**src/rtl/cdb_arbiter_if.sv**
```systemverilog
// Bundles the producer result ports, the flush/enable controls and the registered CDB broadcast.
interface cdb_arbiter_if #(
    parameter int unsigned ROB_WIDTH = 4
) ();
    logic                 readyIn;
    logic                 clearFlag;

    logic                 aluFlag;
    logic [31:0]          aluVal;
    logic [ROB_WIDTH-1:0] aluDest;
    logic                 aluFull;

    logic                 lsbFlag;
    logic [31:0]          lsbVal;
    logic [ROB_WIDTH-1:0] lsbDest;
    logic                 lsbFull;

    logic                 cdbFlag;
    logic [31:0]          cdbVal;
    logic [ROB_WIDTH-1:0] cdbDest;
    logic                 cdbSrc;

    // Producer / consumer side: drives results and controls, observes CDB and full flags.
    modport master (
        output readyIn, clearFlag,
        output aluFlag, aluVal, aluDest,
        output lsbFlag, lsbVal, lsbDest,
        input  aluFull, lsbFull,
        input  cdbFlag, cdbVal, cdbDest, cdbSrc
    );

    // Arbiter side.
    modport slave (
        input  readyIn, clearFlag,
        input  aluFlag, aluVal, aluDest,
        input  lsbFlag, lsbVal, lsbDest,
        output aluFull, lsbFull,
        output cdbFlag, cdbVal, cdbDest, cdbSrc
    );
endinterface

```
**src/rtl/cdb_arbiter.sv**
```systemverilog
// Common data bus arbiter: per-source result FIFOs with bypass, round-robin grant,
// registered CDB broadcast stage. Source index 0 = ALU, 1 = LSB.
module cdb_arbiter #(
    parameter int unsigned ROB_WIDTH   = 4,
    parameter int unsigned QUEUE_WIDTH = 2
) (
    input  logic         clockIn,
    input  logic         resetIn,
    cdb_arbiter_if.slave bus
);
    localparam int unsigned QSIZE = 1 << QUEUE_WIDTH;
    localparam int unsigned CW    = QUEUE_WIDTH + 1;
    localparam int unsigned NSRC  = 2;
    localparam logic [QUEUE_WIDTH-1:0] PTR_ONE = QUEUE_WIDTH'(1);

    typedef struct packed {
        logic [31:0]          val;
        logic [ROB_WIDTH-1:0] dest;
    } entry_t;

    entry_t                 mem   [NSRC][QSIZE];
    logic [QUEUE_WIDTH-1:0] head  [NSRC];
    logic [QUEUE_WIDTH-1:0] tail  [NSRC];
    logic [CW-1:0]          count [NSRC];
    logic                   lastGrant;

    logic   cdbFlagQ;
    entry_t cdbQ;
    logic   cdbSrcQ;

    logic [NSRC-1:0] inFlag;
    entry_t          inEntry   [NSRC];
    entry_t          candEntry [NSRC];
    logic [NSRC-1:0] hasQ;
    logic [NSRC-1:0] cand;
    logic [NSRC-1:0] pop;
    logic [NSRC-1:0] bypass;
    logic [NSRC-1:0] push;
    logic            grantAny;
    logic            grantSrc;
    entry_t          winEntry;

    // Gather producer inputs into per-source form.
    always_comb begin
        inFlag[0]  = bus.aluFlag;
        inFlag[1]  = bus.lsbFlag;
        inEntry[0] = '{val: bus.aluVal, dest: bus.aluDest};
        inEntry[1] = '{val: bus.lsbVal, dest: bus.lsbDest};
    end

    // Candidate selection, round-robin grant and per-queue pop/bypass/push decisions.
    always_comb begin
        hasQ      = '0;
        cand      = '0;
        pop       = '0;
        bypass    = '0;
        push      = '0;
        candEntry = inEntry;
        for (int s = 0; s < NSRC; s++) begin
            hasQ[s]      = (count[s] != '0);
            cand[s]      = hasQ[s] | inFlag[s];
            candEntry[s] = hasQ[s] ? mem[s][head[s]] : inEntry[s];
        end
        grantAny = |cand;
        // On a tie the source that did not win last time goes; otherwise the lone requester.
        grantSrc = (&cand) ? ~lastGrant : cand[1];
        winEntry = candEntry[grantSrc];
        for (int s = 0; s < NSRC; s++) begin
            pop[s]    = grantAny && (grantSrc == 1'(s)) && hasQ[s];
            bypass[s] = grantAny && (grantSrc == 1'(s)) && !hasQ[s];
            // A push into a completely full queue is dropped.
            push[s]   = inFlag[s] && !bypass[s] && (count[s] != CW'(QSIZE));
        end
    end

    // Queue pointers, round-robin history and the registered CDB stage.
    always_ff @(posedge clockIn) begin
        if (resetIn) begin
            for (int s = 0; s < NSRC; s++) begin
                head[s]  <= '0;
                tail[s]  <= '0;
                count[s] <= '0;
            end
            lastGrant <= 1'b1;
            cdbFlagQ  <= 1'b0;
            cdbQ      <= '0;
            cdbSrcQ   <= 1'b0;
        end else if (bus.clearFlag) begin
            for (int s = 0; s < NSRC; s++) begin
                head[s]  <= '0;
                tail[s]  <= '0;
                count[s] <= '0;
            end
            cdbFlagQ <= 1'b0;
        end else if (bus.readyIn) begin
            for (int s = 0; s < NSRC; s++) begin
                if (push[s]) begin
                    mem[s][tail[s]] <= inEntry[s];
                    tail[s]         <= tail[s] + PTR_ONE;
                end
                if (pop[s]) begin
                    head[s] <= head[s] + PTR_ONE;
                end
                count[s] <= count[s] + CW'(push[s]) - CW'(pop[s]);
            end
            if (grantAny) begin
                lastGrant <= grantSrc;
                cdbFlagQ  <= 1'b1;
                cdbQ      <= winEntry;
                cdbSrcQ   <= grantSrc;
            end else begin
                cdbFlagQ <= 1'b0;
            end
        end
    end

    // Outputs: CDB straight from its register, full flags decoded from the registered counts.
    assign bus.cdbFlag = cdbFlagQ;
    assign bus.cdbVal  = cdbQ.val;
    assign bus.cdbDest = cdbQ.dest;
    assign bus.cdbSrc  = cdbSrcQ;
    assign bus.aluFull = (count[0] >= CW'(QSIZE - 1));
    assign bus.lsbFull = (count[1] >= CW'(QSIZE - 1));
endmodule

```
**src/flat_wrapper.sv**
```systemverilog
// flat-port wrapper written by rule: the top's interface ports become plain ports
module cdb_arbiter_flat 
#(
    parameter int unsigned ROB_WIDTH   = 4,
    parameter int unsigned QUEUE_WIDTH = 2
)
  (clockIn, resetIn, bus_readyIn, bus_clearFlag, bus_aluFlag, bus_aluVal, bus_aluDest, bus_lsbFlag, bus_lsbVal, bus_lsbDest, bus_aluFull, bus_lsbFull, bus_cdbFlag, bus_cdbVal, bus_cdbDest, bus_cdbSrc);
  cdb_arbiter_if #(.ROB_WIDTH(ROB_WIDTH)) bus_i ();
  input  logic clockIn;
  input  logic resetIn;
  input wire logic [$bits(bus_i.readyIn)-1:0] bus_readyIn;
  input wire logic [$bits(bus_i.clearFlag)-1:0] bus_clearFlag;
  input wire logic [$bits(bus_i.aluFlag)-1:0] bus_aluFlag;
  input wire logic [$bits(bus_i.aluVal)-1:0] bus_aluVal;
  input wire logic [$bits(bus_i.aluDest)-1:0] bus_aluDest;
  input wire logic [$bits(bus_i.lsbFlag)-1:0] bus_lsbFlag;
  input wire logic [$bits(bus_i.lsbVal)-1:0] bus_lsbVal;
  input wire logic [$bits(bus_i.lsbDest)-1:0] bus_lsbDest;
  output wire logic [$bits(bus_i.aluFull)-1:0] bus_aluFull;
  output wire logic [$bits(bus_i.lsbFull)-1:0] bus_lsbFull;
  output wire logic [$bits(bus_i.cdbFlag)-1:0] bus_cdbFlag;
  output wire logic [$bits(bus_i.cdbVal)-1:0] bus_cdbVal;
  output wire logic [$bits(bus_i.cdbDest)-1:0] bus_cdbDest;
  output wire logic [$bits(bus_i.cdbSrc)-1:0] bus_cdbSrc;
  assign bus_i.readyIn = bus_readyIn;
  assign bus_i.clearFlag = bus_clearFlag;
  assign bus_i.aluFlag = bus_aluFlag;
  assign bus_i.aluVal = bus_aluVal;
  assign bus_i.aluDest = bus_aluDest;
  assign bus_i.lsbFlag = bus_lsbFlag;
  assign bus_i.lsbVal = bus_lsbVal;
  assign bus_i.lsbDest = bus_lsbDest;
  assign bus_aluFull = bus_i.aluFull;
  assign bus_lsbFull = bus_i.lsbFull;
  assign bus_cdbFlag = bus_i.cdbFlag;
  assign bus_cdbVal = bus_i.cdbVal;
  assign bus_cdbDest = bus_i.cdbDest;
  assign bus_cdbSrc = bus_i.cdbSrc;
  cdb_arbiter #(.ROB_WIDTH(ROB_WIDTH), .QUEUE_WIDTH(QUEUE_WIDTH)) u_core (.clockIn(clockIn), .resetIn(resetIn), .bus(bus_i));
endmodule
```
**config.mk**
```make
export PLATFORM = sky130hd
export DESIGN_NAME = cdb_arbiter_flat
export DESIGN_NICKNAME = d
export VERILOG_FILES = /design/src/rtl/cdb_arbiter_if.sv /design/src/rtl/cdb_arbiter.sv /design/src/flat_wrapper.sv
export SDC_FILE = /design/constraint.sdc
export NUM_CORES = 1
export LEC_CHECK = 0
export CAP_MARGIN = 10
export CORE_MARGIN = 2
export CORE_UTILIZATION = 25
export CTS_CLUSTER_SIZE = 12
export DETAILED_ROUTE_END_ITERATION = 10
export HOLD_SLACK_MARGIN = 0.12
export PLACE_DENSITY = 0.45
export SETUP_SLACK_MARGIN = 0.05
export SLEW_MARGIN = 20
export SYNTH_ARGS = -nofsm -noshare
export SYNTH_HDL_FRONTEND = slang
export SYNTH_SLANG_ARGS = --single-unit
```
**constraint.sdc**
```tcl
create_clock -name clockIn -period 3.85 [get_ports clockIn]
set_input_delay 0.9625 -clock clockIn [delete_from_list [all_inputs] [get_ports clockIn]]
set_output_delay 0.9625 -clock clockIn [all_outputs]
set_load 0.005 [all_outputs]
```
-- After elaboration in Yosys (flattened, before gate mapping)
Memory sizes are Yosys's and may differ from the RTL's.
Cells that the tools add are included.
- flip-flop bits (word level): 39
- bits in writable memories: 302
- input port bits: 78
- output and inout port bits: 40
- logic and storage cells: 132
- memories kept: 4
- add/subtract/negate cells: 8
- order comparisons: 9
- equal/unequal tests: 2
- mux-type cells: 60
- bitwise gates (word level): 22
- reduce and logical (&&, ||, !) cells: 22
- memories (memory ; words ; width ; rd ports ; clocked after memory_dff ; write ports ; RTL line ; source):
    u_core.mem ; 2 ; 144 ; 2 ; 0 ; 2 ; cdb_arbiter.sv:21 ; entry_t mem [NSRC][QSIZE];
    u_core.count ; 2 ; 3 ; 2 ; 0 ; 2 ; cdb_arbiter.sv:24 ; logic [CW-1:0] count [NSRC];
    u_core.head ; 2 ; 2 ; 2 ; 0 ; 2 ; cdb_arbiter.sv:22 ; logic [QUEUE_WIDTH-1:0] head [NSRC];
    u_core.tail ; 2 ; 2 ; 2 ; 0 ; 2 ; cdb_arbiter.sv:23 ; logic [QUEUE_WIDTH-1:0] tail [NSRC];
- operators by type and width (kind ; number):
    $mux W36 ; 11
    $mux W144 ; 2
    $bmux W36 S2 ; 2
    $demux W36 S2 ; 2
    $mux W1 ; 31
    $mux W2 ; 8
    $or A1 B1 Y1 ; 14
    $ge A3 B3 Y1 const B ; 4
    $logic_and A1 B1 Y1 ; 12
    $mux W3 ; 4
    $not A2 Y3 ; 4
    $add A2 B1 Y2 const B ; 4
    $add A3 B1 Y3 ; 2
    $ge A3 B2 Y1 const B ; 2
    $lt A3 B1 Y1 const B ; 2
    $ne A3 B3 Y1 const B ; 2
    $reduce_bool A3 Y1 ; 2
    $sub A3 B1 Y3 ; 2
    $logic_not A1 Y1 ; 4
    $reduce_or A2 Y1 ; 2
    $not A1 Y1 ; 3
    $reduce_and A3 Y1 ; 1
    $ge A2 B2 Y1 const B ; 1
    $not A1 Y2 ; 1
    $reduce_and A2 Y1 ; 1

-- Depth between registers and ports, before layout
- depth after elaboration: 16
- depth in mapped cells: 11
- gate-level depth less buffers: 9

-- Worst setup path before layout
OpenSTA, ideal clock, no wires.
- path kind: input to register
- start: in resetIn
- end: mem u_core.mem[0][0] in the netlist's numbering, enable pin
- arrival time: 3.384 ns
- data required time: 3.421 ns
- setup slack: 0.037 ns
- stages on the path: 5
- path buffers: 1
- cell sequence: nor2_1 > and2_1 > clkbuf_1 > o311ai_2 > nor2_1
- RTL lines (what ; RTL line ; source):
    start, declared ; flat_wrapper.sv:10 ; input logic resetIn;
    end, declared ; cdb_arbiter.sv:21 ;

==> flow_metrics.py <==
metrics = {
    "logic_synthesis": {
        "ys_warn_count": 0,
        "synth_edf_count": 302,
        "yosys.area.top_type": "edfxtp_1",
        "yosysUniqueCellTypes": 42,
        "yosys-top-cells-area": "edfxtp_1 (64%), mux4_2 (12%), dfxtp_1 (5.5%)",
        "syn_avg_cell_area_sq_um": 17.2,
        "synthesis.area_sq_um": 14100,
        "synth_ff_type": "edfxtp_1",
        "synth.yosys.seq_area_share_pct": 70.0,
        "ys_ff_latch": 341,
        "synth_top_area_share_pct": 64.4,
        "yosysMostFrequentCell": "edfxtp_1",
        "synth_commonest_cells": "edfxtp_1 (302), nand2_1 (100), mux4_2 (72)",
        "synthArstFlopShare_pct": 0,
        "syn_inst": 820,
        "synthesis.nets": 914,
    },
    "route": {
        "drt-total-wl_mm": 39.7,
        "avgRoutedWirePerCell_microns": 22.9,
        "vias": 7924,
        "drt_iter0_markers": 705,
        "ant_nets": 0,
        "dr.pass1.iters": 5,
        "drcViolationCount": 0,
        "viasPerCell": 4.58,
    },
    "clock_network": {
        "root_buffer": "clkbuf_16",
        "cts_buffers": 38,
        "cts_tree": "built",
        "clock-sinks": 341,
        "clk_latency_ps": 530,
        "clk_pin_slew_ps": 60,
        "h-tree-depth": 2,
        "cts_buffer_depth": 3,
        "postCtsHoldBufs": 0,
        "cts_resized": 0,
        "post-cts-setup-buffers": 0,
    },
    "critical_path": {
        "cp_slowest_cell": "edfxtp_1",
        "path_delay_family": "flip-flops",
        "cp-end-kind": "primary output",
        "cp_slowest_stage_delay_ps": 550,
        "critical_path.cell_chain": "ha_1 -> o21ai_0 -> nand2_1 -> clkdlybuf4s50_1",
        "crit_path_start_kind": "flop",
        "path_buf_inv": 1,
        "worstPathRequired_ps": 2890,
        "arrival_ps": 2100,
        "crit_type": "reg -> out",
        "crit_path_max_fanout": 8,
    },
    "pwr": {
        "power_leakage_nw": 5.54,
        "ir_drop_v": 0.000223,
        "power_density_nw_per_um2": 500,
    },
    "layout": {
        "drive_above_1_share_pct": 18.9,
        "fin_area_sq_um": 17500,
        "final_nets": 1050,
        "insertedDiodeCount": 0,
        "syn_to_final_growth_pct": 24.4,
    },
    "place": {
        "gp_congestion": 0.720,
        "hpwl_mm": 24.7,
        "io_buffers": 117,
        "dpl-instance-area_sq_um": 16300,
    },
    "timing": {
        "rsz0062_at_grt": "false",
        "fin_skew_ps": 13.3,
        "fmax_mhz": 327,
        "slew_headroom_pct": 35.4,
        "tightest_slew_ps": 969,
        "setup_violations": 0,
        "finalCritPeriodShare_pct": 79.4,
        "finalSetupTns_ps": 0,
        "hold_viol_final": 0,
        "final_max_slew_viol_count": 0,
        "min_period_ps": 3060,
    },
    "floorplan": {
        "num_rows": 86,
        "die_w_microns": 241,
        "ios": 118,
        "core-area_sq_um": 55400,
        "dieArea_sq_um": 58200,
        "dieHeight_microns": 241,
        "start_util_pct": 25.4,
    },
    "global_route": {
        "met1_usage_pct": 18.9,
        "use_met3_pct": 2.63,
        "use_met2_pct": 22.5,
        "first_global_vias": 8369,
        "grt_pass1_wl_mm": 57.9,
        "antenna_found_initial": 2,
        "busiest_layer": "met2",
        "grtUsageTotal_pct": 13.8,
        "globalRouteOverflowTotal": 0,
        "grt_max_degree": 41,
    },
    "run_status": {
        "status": "finished, final reports clean",
    },
    "run": {
        "max_cap_viol_count": 0,
    },
    "hold_path": {
        "min_path_type": "reg -> reg",
    },
}
-- logic make-up (layout without fill, tap and decap cells) --
family | after synthesis | in the layout | synth area share, %
AOI/OAI and AO/OA | 123 | 123 | 7.39
muxes | 80 | 80 | 12.2
and+or+nand+nor | 181 | 181 | 6.04
DFF | 341 | 341 | 70.0
adders and majority gates | 16 | 16 | 1.53
xor gates and xnor gates | 4 | 4 | 0.249
buffers and inverters | 75 | 239 | 2.67
-- layer usage --
layer / wire, microns / part of all wire, % / vias to the layer above
met5: 23 / 0.058 / -
met4: 703 / 1.8 / 4
met3: 1780 / 4.5 / 50
met2: 19100 / 48 / 179
met1: 18000 / 45 / 4143
li1: - / - / 3548
-- where the power goes --
part,internal [mW],total [mW],switching (mW)
combinational,0.518,1.17,0.653
sequential,4.10,4.17,0.0767
clock,1.99,3.42,1.43
-- per-stage QoR --
| stage | hold WS, ps | instances | power, mW | util [%] | worst slack [ps] |
|---|---|---|---|---|---|
| after floorplan | 451 | 820 | 4.89 | - | 36.9 |
| after global placement | 453 | 1664 | 5.43 | 29.5 | 451 |
| after detailed placement | 454 | 1664 | 5.44 | 29.5 | 446 |
| after CTS | 464 | 1732 | 8.89 | 31.6 | 755 |
| after global routing | 475 | 1732 | 9.11 | 31.6 | 713 |
| final | 461 | 1732 | 8.76 | 31.6 | 792 |
-- sequential cells by signal, indices dropped and copies added (netlist names) --
| register | cells |
|---|---|
| u_core.tail | 4 |
| u_core.bus.cdbFlag | 1 |
| u_core.bus.cdbDest | 4 |
| u_core.count | 6 |
| u_core.mem | 288 |
| u_core.lastGrant | 1 |
| u_core.head | 4 |
| u_core.bus.cdbSrc | 1 |
| u_core.bus.cdbVal | 32 |
-- worst min-delay path, delay by kind of cell (launching register included) --
family	cells	cell delay, ps
DFF	1	310
buffers and inverters	1	50
AOI/OAI and AO/OA	1	50
-- area by class of cell --
class / count / area (sq um)
Multi-Input combinational cell: 404 / 3930
Inverter: 18 / 67.6
Sequential cell: 341 / 9850
Clock buffer: 54 / 1060
Clock inverter: 14 / 101
Fill cell: 5380 / 37900
Timing Repair Buffer: 153 / 1570
Tap cell: 748 / 936
-- worst paths after layout --
check                      from                 end  slack [ps]  cells past startpoint
max          u_core.count[0][4]         bus_lsbFull         790                      4
min          u_core.bus.cdbFlag  u_core.bus.cdbFlag         460                      2
min reg2reg  u_core.bus.cdbFlag  u_core.bus.cdbFlag         460                      2
max reg2reg  u_core.count[0][4]   u_core.bus.cdbSrc        1260                      6
-- layout by cell type (no fill, tap or decap), drive strengths merged, types with 6 or more instances in the layout --
cell type / n
a211oi: 28
a2bb2oi: 28
mux2: 8
o21ai: 6
dfxtp: 39
clkinv: 11
a32oi: 44
buf: 36
inv: 19
nand2: 100
mux4: 72
ha: 14
edfxtp: 302
clkbuf: 54
nand2b: 45
clkdlybuf4s50: 117
and3: 7
nor2: 19
Power figures use the tool's default switching activity.
